File: src/rtl/pwr_xnor_lane_pipe_if.sv
// Bundle for the pwr_xnor_lane_pipe cell: input handshake, output
// handshake and the toggle counter side channel.
// The master side feeds words and drives backpressure. The slave side
// is the pipeline itself.
interface pwr_xnor_lane_pipe_if #(
    parameter int LANES = 4,
    parameter int CNT_W = 16
);
    logic             in_valid;
    logic             in_ready;
    logic [LANES-1:0] in_a;
    logic [LANES-1:0] in_b;
    logic [LANES-1:0] in_c;
    logic [LANES-1:0] in_d;
    logic             in_mode;
    logic             out_valid;
    logic             out_ready;
    logic [LANES-1:0] out_data;
    logic             cnt_clr;
    logic [CNT_W-1:0] toggle_cnt;
    logic             toggle_sat;

    modport master (
        output in_valid, in_a, in_b, in_c, in_d, in_mode, out_ready, cnt_clr,
        input  in_ready, out_valid, out_data, toggle_cnt, toggle_sat
    );

    modport slave (
        input  in_valid, in_a, in_b, in_c, in_d, in_mode, out_ready, cnt_clr,
        output in_ready, out_valid, out_data, toggle_cnt, toggle_sat
    );
endinterface

File: src/rtl/pwr_xnor_lane_pipe.sv
// pwr_xnor_lane_pipe: computes f = XNOR(XNOR(b,c), ~d & (a|b|c)) on every lane.
// The result is optionally inverted per word. Words flow through a two-stage
// valid/ready pipeline whose bubbles collapse. A saturating counter adds up
// the output bit toggles seen across output transfers.
module pwr_xnor_lane_pipe #(
    parameter int LANES = 4,
    parameter int CNT_W = 16
) (
    input logic                clk,
    input logic                rst,
    pwr_xnor_lane_pipe_if.slave bus
);
    localparam int PC_W  = $clog2(LANES + 1);
    localparam int SUM_W = (CNT_W + 1 > PC_W) ? CNT_W + 1 : PC_W;
    localparam logic [CNT_W-1:0] CNT_MAX = {CNT_W{1'b1}};

    logic             r_v1;
    logic [LANES-1:0] r_t1;
    logic [LANES-1:0] r_u1;
    logic             r_mode1;
    logic             r_v2;
    logic [LANES-1:0] r_outData;
    logic [LANES-1:0] r_prevWord;
    logic [CNT_W-1:0] r_toggleCnt;
    logic             r_toggleSat;

    logic             w_en1;
    logic             w_en2;
    logic             w_outXfer;
    logic [LANES-1:0] w_diff;
    logic [PC_W-1:0]  w_delta;
    logic [SUM_W-1:0] w_sum;
    logic             w_sumSat;

    // Each stage may advance when it is empty or when the stage after it
    // is moving. The input side therefore sees room as soon as the tail
    // drains, so a full pipe still accepts a word on the cycle it emits one.
    assign w_en2     = ~r_v2 | bus.out_ready;
    assign w_en1     = ~r_v1 | w_en2;
    assign w_outXfer = r_v2 & bus.out_ready;

    assign bus.in_ready   = w_en1;
    assign bus.out_valid  = r_v2;
    assign bus.out_data   = r_outData;
    assign bus.toggle_cnt = r_toggleCnt;
    assign bus.toggle_sat = r_toggleSat;

    // Stage 1 holds the two partial terms per lane together with the word's
    // polarity. Because in_ready equals the enable, an advance without an
    // incoming word loads a bubble.
    always_ff @(posedge clk) begin
        if (rst) begin
            r_v1    <= 1'b0;
            r_t1    <= '0;
            r_u1    <= '0;
            r_mode1 <= 1'b0;
        end else if (w_en1) begin
            r_v1    <= bus.in_valid;
            r_t1    <= ~(bus.in_b ^ bus.in_c);
            r_u1    <= ~bus.in_d & (bus.in_a | bus.in_b | bus.in_c);
            r_mode1 <= bus.in_mode;
        end
    end

    // Stage 2 combines the partial terms and applies the word's own
    // polarity. Data is only replaced by a real word, so out_data stays put
    // across bubbles and stalls.
    always_ff @(posedge clk) begin
        if (rst) begin
            r_v2      <= 1'b0;
            r_outData <= '0;
        end else if (w_en2) begin
            r_v2 <= r_v1;
            if (r_v1) begin
                r_outData <= ~(r_t1 ^ r_u1) ^ {LANES{r_mode1}};
            end
        end
    end

    // Count the bits that differ from the previously delivered word. The
    // sum is widened before the saturation compare so it can never wrap.
    always_comb begin
        w_diff  = r_outData ^ r_prevWord;
        w_delta = '0;
        for (int i = 0; i < LANES; i++) begin
            w_delta = w_delta + PC_W'(w_diff[i]);
        end
        w_sum    = SUM_W'(r_toggleCnt) + SUM_W'(w_delta);
        w_sumSat = (w_sum >= SUM_W'(CNT_MAX));
    end

    // The last delivered word is kept as the toggle reference. Only reset
    // forgets it; clearing the counter does not.
    always_ff @(posedge clk) begin
        if (rst) begin
            r_prevWord <= '0;
        end else if (w_outXfer) begin
            r_prevWord <= r_outData;
        end
    end

    // The saturating toggle counter with its sticky flag. A clear wins over
    // an increment that lands on the same edge.
    always_ff @(posedge clk) begin
        if (rst) begin
            r_toggleCnt <= '0;
            r_toggleSat <= 1'b0;
        end else if (bus.cnt_clr) begin
            r_toggleCnt <= '0;
            r_toggleSat <= 1'b0;
        end else if (w_outXfer) begin
            if (w_sumSat) begin
                r_toggleCnt <= CNT_MAX;
                r_toggleSat <= 1'b1;
            end else begin
                r_toggleCnt <= w_sum[CNT_W-1:0];
            end
        end
    end
endmodule
File: src/flat_wrapper.sv
// flat-port wrapper written by rule: the top's interface ports become plain ports
module pwr_xnor_lane_pipe_flat 
#(
    parameter int LANES = 4,
    parameter int CNT_W = 16
)
  (clk, rst, bus_in_valid, bus_in_a, bus_in_b, bus_in_c, bus_in_d, bus_in_mode, bus_out_ready, bus_cnt_clr, bus_in_ready, bus_out_valid, bus_out_data, bus_toggle_cnt, bus_toggle_sat);
  pwr_xnor_lane_pipe_if #(.LANES(LANES), .CNT_W(CNT_W)) bus_i ();
  input logic clk;
  input logic rst;
  input wire logic [$bits(bus_i.in_valid)-1:0] bus_in_valid;
  input wire logic [$bits(bus_i.in_a)-1:0] bus_in_a;
  input wire logic [$bits(bus_i.in_b)-1:0] bus_in_b;
  input wire logic [$bits(bus_i.in_c)-1:0] bus_in_c;
  input wire logic [$bits(bus_i.in_d)-1:0] bus_in_d;
  input wire logic [$bits(bus_i.in_mode)-1:0] bus_in_mode;
  input wire logic [$bits(bus_i.out_ready)-1:0] bus_out_ready;
  input wire logic [$bits(bus_i.cnt_clr)-1:0] bus_cnt_clr;
  output wire logic [$bits(bus_i.in_ready)-1:0] bus_in_ready;
  output wire logic [$bits(bus_i.out_valid)-1:0] bus_out_valid;
  output wire logic [$bits(bus_i.out_data)-1:0] bus_out_data;
  output wire logic [$bits(bus_i.toggle_cnt)-1:0] bus_toggle_cnt;
  output wire logic [$bits(bus_i.toggle_sat)-1:0] bus_toggle_sat;
  assign bus_i.in_valid = bus_in_valid;
  assign bus_i.in_a = bus_in_a;
  assign bus_i.in_b = bus_in_b;
  assign bus_i.in_c = bus_in_c;
  assign bus_i.in_d = bus_in_d;
  assign bus_i.in_mode = bus_in_mode;
  assign bus_i.out_ready = bus_out_ready;
  assign bus_i.cnt_clr = bus_cnt_clr;
  assign bus_in_ready = bus_i.in_ready;
  assign bus_out_valid = bus_i.out_valid;
  assign bus_out_data = bus_i.out_data;
  assign bus_toggle_cnt = bus_i.toggle_cnt;
  assign bus_toggle_sat = bus_i.toggle_sat;
  pwr_xnor_lane_pipe #(.LANES(LANES), .CNT_W(CNT_W)) u_core (.clk(clk), .rst(rst), .bus(bus_i));
endmodule
File: config.mk
export PLATFORM = sky130hd
export DESIGN_NAME = pwr_xnor_lane_pipe_flat
export DESIGN_NICKNAME = d
export VERILOG_FILES = /design/src/rtl/pwr_xnor_lane_pipe_if.sv /design/src/rtl/pwr_xnor_lane_pipe.sv /design/src/flat_wrapper.sv
export SDC_FILE = /design/constraint.sdc
export NUM_CORES = 1
export LEC_CHECK = 0
export ABC_AREA = 1
export CAP_MARGIN = 10
export CORE_ASPECT_RATIO = 1.4
export CORE_MARGIN = 4
export CORE_UTILIZATION = 52
export CTS_CLUSTER_DIAMETER = 30
export DETAILED_ROUTE_END_ITERATION = 12
export PLACE_DENSITY = 0.8
export SYNTH_ARGS = -nofsm -noshare
export SYNTH_HDL_FRONTEND = slang
export SYNTH_SLANG_ARGS = --single-unit
File: constraint.sdc
create_clock -name clk -period 3.9 [get_ports clk]
set_clock_uncertainty 0.15 [all_clocks]
set_input_delay 0.585 -clock clk [delete_from_list [all_inputs] [get_ports clk]]
set_output_delay 0.585 -clock clk [all_outputs]
set_load 0.1 [all_outputs]
==> results of run 1 <==
## cells in the mapped netlist (3+ instances only)
master	n
nor2_2	5
a21oi_1	13
xnor2_1	6
nand4_1	6
inv_1	47
o211a_1	4
o21bai_1	7
a21oi_2	9
nand2_1	69
nor2_1	15
nand2_2	3
nand3_1	17
dfxtp_1	36
nor3_1	4
xor2_1	10
o21ai_0	32
nand3_2	3
ha_1	5
clkbuf_1	4
## sequential cells by signal, indices dropped and copies added, names as in the netlist
register and count:
u_core.bus.out_data 4, u_core.bus.out_valid 1, u_core.bus.toggle_cnt 16, u_core.bus.toggle_sat 1, u_core.r_mode1 1, u_core.r_prevWord 4
u_core.r_t1 4, u_core.r_u1 4, u_core.r_v1 1
## power breakdown
part           leakage, nW  total [mW]  switching [mW]  internal [mW]
Combinational        0.882       0.183           0.114         0.0686
Clock               0.0424       0.268           0.141          0.128
Sequential           0.295       0.399          0.0148          0.384
Total                 1.22       0.850           0.270          0.580
## logic make-up (layout without fill, tap and decap cells)
| logic type | count (synthesis) | after routing | share of synthesized area |
|---|---|---|---|
| mux | 1 | 1 | 0.00445 |
| flops | 36 | 36 | 0.320 |
| compound gates | 70 | 70 | 0.200 |
| fa+ha+maj | 7 | 7 | 0.0456 |
| simple gates | 128 | 128 | 0.270 |
| buf+inv | 56 | 103 | 0.0979 |
| xor+xnor | 16 | 16 | 0.0623 |
## worst max-delay path, cell delays in order, from the launching register on
cell and delay [ps]:
dfxtp_2 330, xor2_1 160, ha_1 290, inv_1 70, fa_1 410, inv_1 70, ha_2 200, inv_1 60
fa_1 380, inv_1 90, nand2_1 120, a21oi_4 260, nand3_1 100, nand2_1 100, nand3_1 110, nor2_2 130
nand3_2 80, nand2_4 140, nand2_8 110, a21oi_2 170
## what timing repair did
action	4_1_cts	5_1_grt
hold endpoints to repair	0	0
setup buffers	0	2
resized for setup	0	1
endpoints found under the setup margin	0	2
## area by class of cell
type / instances / area [um^2]
clock buffer: 7 / 76.3
clock inverter: 1 / 8.76
fill: 362 / 1390
inverter: 49 / 184
multi-input combinational: 222 / 1310
sequential: 36 / 723
tap: 45 / 56.3
timing repair buffer: 46 / 453
## final timing paths
path	start	to	slack, ps
hold reg to reg	u_core.bus.toggle_sat	u_core.bus.toggle_sat	320
setup reg to reg	u_core.bus.out_data[0]	u_core.bus.toggle_cnt[9]	290
setup / recovery	u_core.bus.out_data[0]	u_core.bus.toggle_cnt[9]	290
hold / removal	u_core.bus.toggle_sat	u_core.bus.toggle_sat	320
## placed cells by master (no fill, tap or decap), drive strengths merged, types with 5 or more instances in the layout
cell           count
clkbuf             7
o21ai             32
xnor2              6
nand2             74
clkdlybuf4s50     43
inv               48
nand4              6
xor2              10
o21bai             7
dfxtp             36
nor2              22
a21oi             24
ha                 5
nand3             20
## layer usage
| metal | GRT usage | wire length, um | vias up |
|---|---|---|---|
| li1 | - | - | 1113 |
| met4 | 0.102 | 129 | 0 |
| met3 | 0.0446 | 278 | 9 |
| met2 | 0.384 | 2670 | 56 |
| met1 | 0.212 | 1990 | 951 |
| met5 | 0 | 0 | - |
## metrics by stage
step | utilization | hold WS, ps | total power [mW] | cells | area, um^2
floorplan | - | 295 | 0.535 | 314 | 2250
global placement | 0.645 | 301 | 0.587 | 396 | 2710
detailed placement | 0.645 | 303 | 0.590 | 396 | 2710
CTS | 0.665 | 316 | 0.859 | 404 | 2800
global route | 0.669 | 348 | 0.893 | 406 | 2810
finish | 0.669 | 315 | 0.850 | 406 | 2810
==> reports/metrics.csv, run 1 <==
stage,metric,value,unit
status,outcome,completed,
logic_synthesis,synthCells,314,
cts,ctsLongestPathBuffers,2,
hold_path,hold_path_class,reg -> reg,
drt,drc,0,
logic_synthesis,synth-main-ff-cell,dfxtp_1,
placed_design,port_buffers,44,
floorplan,core,4200,um^2
placed_design,dp_hpwl,3.90,mm
logic_synthesis,synth_fp_nets,343,
sta,max_freq,277,MHz
cts,ctsHoldBuffers,0,
cells_and_area,area_growth,25.0,%
floorplan,die_w,63.6,um
sta,worst_slew_pin_slew,993,ps
power_and_ir_drop,max-vdd-ir-drop,0.000307,V
cells_and_area,layout-drive-gt1-share,0.108,
floorplan,die_y,85.8,um
grt,grt_pass1_vias,2061,
sta,relSlewSlack,0.336,
grt,track_usage,0.205,
drt,wl,5.07,mm
setup_path,critPathArrivalTime,3690,ps
logic_synthesis,synth_edf_count,0,
sta,min_period,3610,ps
logic_synthesis,synth_top_cell_by_area,dfxtp_1,
cts,numCtsBuffers,5,
cells_and_area,antennaDiodeCount,0,
setup_path,crit_path_max_fanout,10,
sta,finalSetupTns,0,ps
logic_synthesis,synth_area,2250,um^2
logic_synthesis,ys_warn_count,0,
cts,clkTransAtPathRegs,80,ps
logic_synthesis,avgSynthCellArea,7.16,um^2
grt,antenna_found_initial,0,
drt,via_count,2129,
floorplan,ios,45,
logic_synthesis,ys_types,33,
cts,tritoncts,done,
logic_synthesis,yosys.area.top_type_share,0.320,
drt,drt-initial-drc-count,134,
drt,drt.antenna.violating_nets,0,
placed_design,gp_congestion,0.875,
cts,insertion_delay,290,ps
setup_path,path_class,reg -> reg,
floorplan,die-area,5460,um^2
setup_path,ff2ff_path_depth,19,
setup_path,crit_path_end_kind,flop,
logic_synthesis,ys_seq_elements,36,
sta,setup_viol,0,
power_and_ir_drop,power_density,302,nW/um^2
sta,finalHoldViolations,0,
setup_path,start_kind,flop,
sta,slew_violations,0,
drt,firstDrtPassIters,4,
sta,fin_crit_sh,0.927,
power_and_ir_drop,p_leak,1.22,nW
logic_synthesis,yosysSeqAreaShare,0.320,
cells_and_area,nets,389,
sta,layout_setup_ws,285,ps
floorplan,start_util,0.535,
run,maxCapViolCount,0,
logic_synthesis,synth-async-reset-ratio,0,
grt,grt_max_degree,30,
hold_path,hold_path_depth,2,
drt,wl_per_cell,12.5,um
cts,cts.sinks,36,
cts,cts_max_level,2,
floorplan,core.rowCount,28,
grt,overflow,0,
setup_path,cp.required,3970,ps
grt,grt_pass1_wl,8.87,mm
sta,rsz0062_at_grt,no,
logic_synthesis,ys_top_cells_by_area,"dfxtp_1 32%, nand2_1 12%, inv_1 7.8%",
placed_design,post-place-ws,282,ps
cts,cts_root_buf,clkbuf_8,
drt,routed_via_density,5.24,
Note: power is estimated with default switching activity, not from simulation.
==> run 2: changes to the inputs <==
GPL_TIMING_DRIVEN = 0   (was unset)
==> reports/metrics.csv, run 2 (same netlist as run 1, synthesis figures left out) <==
stage,metric,value,unit,change
power_and_ir_drop,p_leak,1.23,nW,+1.0%
cts,clkTransAtPathRegs,80,ps,about the same
sta,slew_violations,0,,unchanged
drt,drc,0,,unchanged
power_and_ir_drop,max-vdd-ir-drop,0.000256,V,-17%
cts,tritoncts,done,,
grt,grt_max_degree,12,,-60%
power_and_ir_drop,total_power,0.865,mW,+1.8%
cells_and_area,layout_common_cells,"69 x nand2_1, 47 x inv_1, 43 x clkdlybuf4s50_1",,
setup_path,path_common_cell,inv_1,,
cells_and_area,antennaDiodeCount,0,,unchanged
cts,cts_root_buf,clkbuf_8,,
cts,ctsLongestPathBuffers,2,,unchanged
setup_path,path_class,reg -> reg,,
sta,worst_slew_pin_slew,989,ps,-4.55 ps
sta,fin_crit_sh,0.938,,+0.0106
sta,relSlewSlack,0.339,,+0.00304
drt,via_count,2172,,+2.0%
floorplan,die-area,5460,um^2,unchanged
setup_path,worst_path_max_delay_cell,fa_1,,
placed_design,post-place-ws,79.0,ps,-203 ps
placed_design,gp_congestion,0.880,,+0.56%
drt,wl,5.24,mm,+3.4%
status,outcome,completed,,
sta,setup_viol,0,,unchanged
power_and_ir_drop,power_density,304,nW/um^2,+0.65%
setup_path,slowest_delay,410,ps,about the same
setup_path,cp.required,3960,ps,about the same
setup_path,crit_path_end_kind,flop,,
placed_design,port_buffers,44,,unchanged
drt,drt.antenna.violating_nets,0,,unchanged
sta,rsz0062_at_grt,no,,
sta,finalHoldWorstSlack,327,ps,+11.2 ps
run,maxCapViolCount,0,,unchanged
grt,overflow,0,,unchanged
floorplan,core,4200,um^2,unchanged
grt,track_usage,0.202,,-0.00340
cells_and_area,layout-drive-gt1-share,0.104,,-0.00421
setup_path,critPathBufInv,4,,unchanged
floorplan,core.rowCount,28,,unchanged
cts,numCtsBuffers,5,,unchanged
cells_and_area,largest_reg_flops,16,,unchanged
cts,cts.sinks,36,,unchanged
floorplan,start_util,0.535,,unchanged
sta,finalSetupTns,0,ps,unchanged
sta,layout_setup_ws,244,ps,-41.3 ps
cells_and_area,nets,394,,+1.3%
cts,insertion_delay,290,ps,about the same
setup_path,path_cells,"xor2_1, ha_1, inv_1, fa_1, inv_1, ha_1, inv_1, fa_1, inv_1, nand2_1, a21oi_4, nand3_1, nand2_1, nand3_1, nor2_2, nand3_2, nand2_4, nand2_8, a21oi_2",,
cells_and_area,seqCellArea,723,um^2,unchanged
sta,min_period,3660,ps,+41.3 ps
setup_path,crit_family,adder cells,,
cells_and_area,fillers,360,,-0.55%
cells_and_area,multi_input_area,1310,um^2,-0.19%
cts,cts_setup_buffers,0,,unchanged
drt,wl_per_cell,12.8,um,+2.1%
floorplan,die_y,85.8,um,unchanged
grt,grt_pass1_wl,8.76,mm,-1.2%
sta,finalHoldViolations,0,,unchanged
grt,grt_pass1_vias,2047,,-0.68%
setup_path,start_kind,flop,,
setup_path,crit_path_max_fanout,10,,unchanged
floorplan,die_w,63.6,um,unchanged
cells_and_area,mostFrequentLayoutCell,nand2_1,,
setup_path,critPathArrivalTime,3720,ps,+30 ps
sta,max_freq,273,MHz,-1.1%
drt,drt-initial-drc-count,74,,-45%
cts,cts_max_level,2,,unchanged
floorplan,ios,45,,unchanged
hold_path,hold_path_class,reg -> reg,,
cells_and_area,area_growth,26.4,%,
placed_design,dp_hpwl,4.16,mm,+6.8%
drt,firstDrtPassIters,4,,unchanged
grt,antenna_found_initial,0,,unchanged
drt,routed_via_density,5.28,,+0.78%
run 2: cell count changes in the layout (fill, tap and decap cells not counted), sizes merged:
cell | before | now
dlygate4sd3 | 0 | 1
buf | 3 | 1
clkbuf | 7 | 11
clkinv | 2 | 3
dlymetal6s2s | 0 | 1
run 2: where the power goes:
group	switching, mW	internal (mW)	total, mW
clock network	0.140	0.141	0.281
logic	0.117	0.0699	0.187
registers	0.0135	0.384	0.398
run 2: per-layer routing:
layer | vias up | wire length (um) | global-route usage
met3 | 8 | 247 | 0.0446
met4 | 0 | 85 | 0.0766
met5 | - | 0 | 0
li1 | 1121 | - | -
met1 | 984 | 2040 | 0.208
met2 | 59 | 2870 | 0.390
run 2: layout make-up:
class / count / area share
Multi-Input combinational cell: 222 / 0.460
Sequential cell: 36 / 0.254
Timing Repair Buffer: 44 / 0.156
Inverter: 49 / 0.0647
Clock buffer: 6 / 0.0290
Tap cell: 45 / 0.0198
Buffer: 7 / 0.0128
Clock inverter: 2 / 0.00352
run 2: through the flow:
step | cells | util | cell area (um^2)
after detailed placement | 403 | 0.654 | 2750
after CTS | 411 | 0.676 | 2840
after floorplan | 314 | - | 2250
after global placement | 403 | 0.654 | 2750
after global routing | 411 | 0.676 | 2840
final | 411 | 0.676 | 2840
run 2: worst paths after layout:
kind              cells after the start              startpoint                        end  slack [ps]
setup reg to reg                     19  u_core.bus.out_data[0]  u_core.bus.toggle_cnt[12]         240
hold reg to reg                       2   u_core.bus.toggle_sat      u_core.bus.toggle_sat         330
hold / removal                        2   u_core.bus.toggle_sat      u_core.bus.toggle_sat         330
setup / recovery                     19  u_core.bus.out_data[0]  u_core.bus.toggle_cnt[12]         240
run 2: worst reg2reg max path, cell delays in order, from the launching register on:
cell and delay (ps):
dfxtp_2 340, xor2_1 160, ha_1 310, inv_1 80, fa_1 410, inv_1 60, ha_1 220, inv_1 70
fa_1 390, inv_1 90, nand2_1 110, a21oi_4 260, nand3_1 100, nand2_1 90, nand3_1 90, nor2_2 130
nand3_2 90, nand2_4 150, nand2_8 120, a21oi_2 140
run 2: timing repair:
item / CTS / global route
hold buffers: 0 / 0
resized for setup: 0 / 1
endpoints found under the setup margin: 0 / 1
==> run 3: changes to the inputs <==
TNS_END_PERCENT = 10   (was unset)
==> results of run 3 <==
The final DEF is identical to that of run 2; final timing and power are the same.
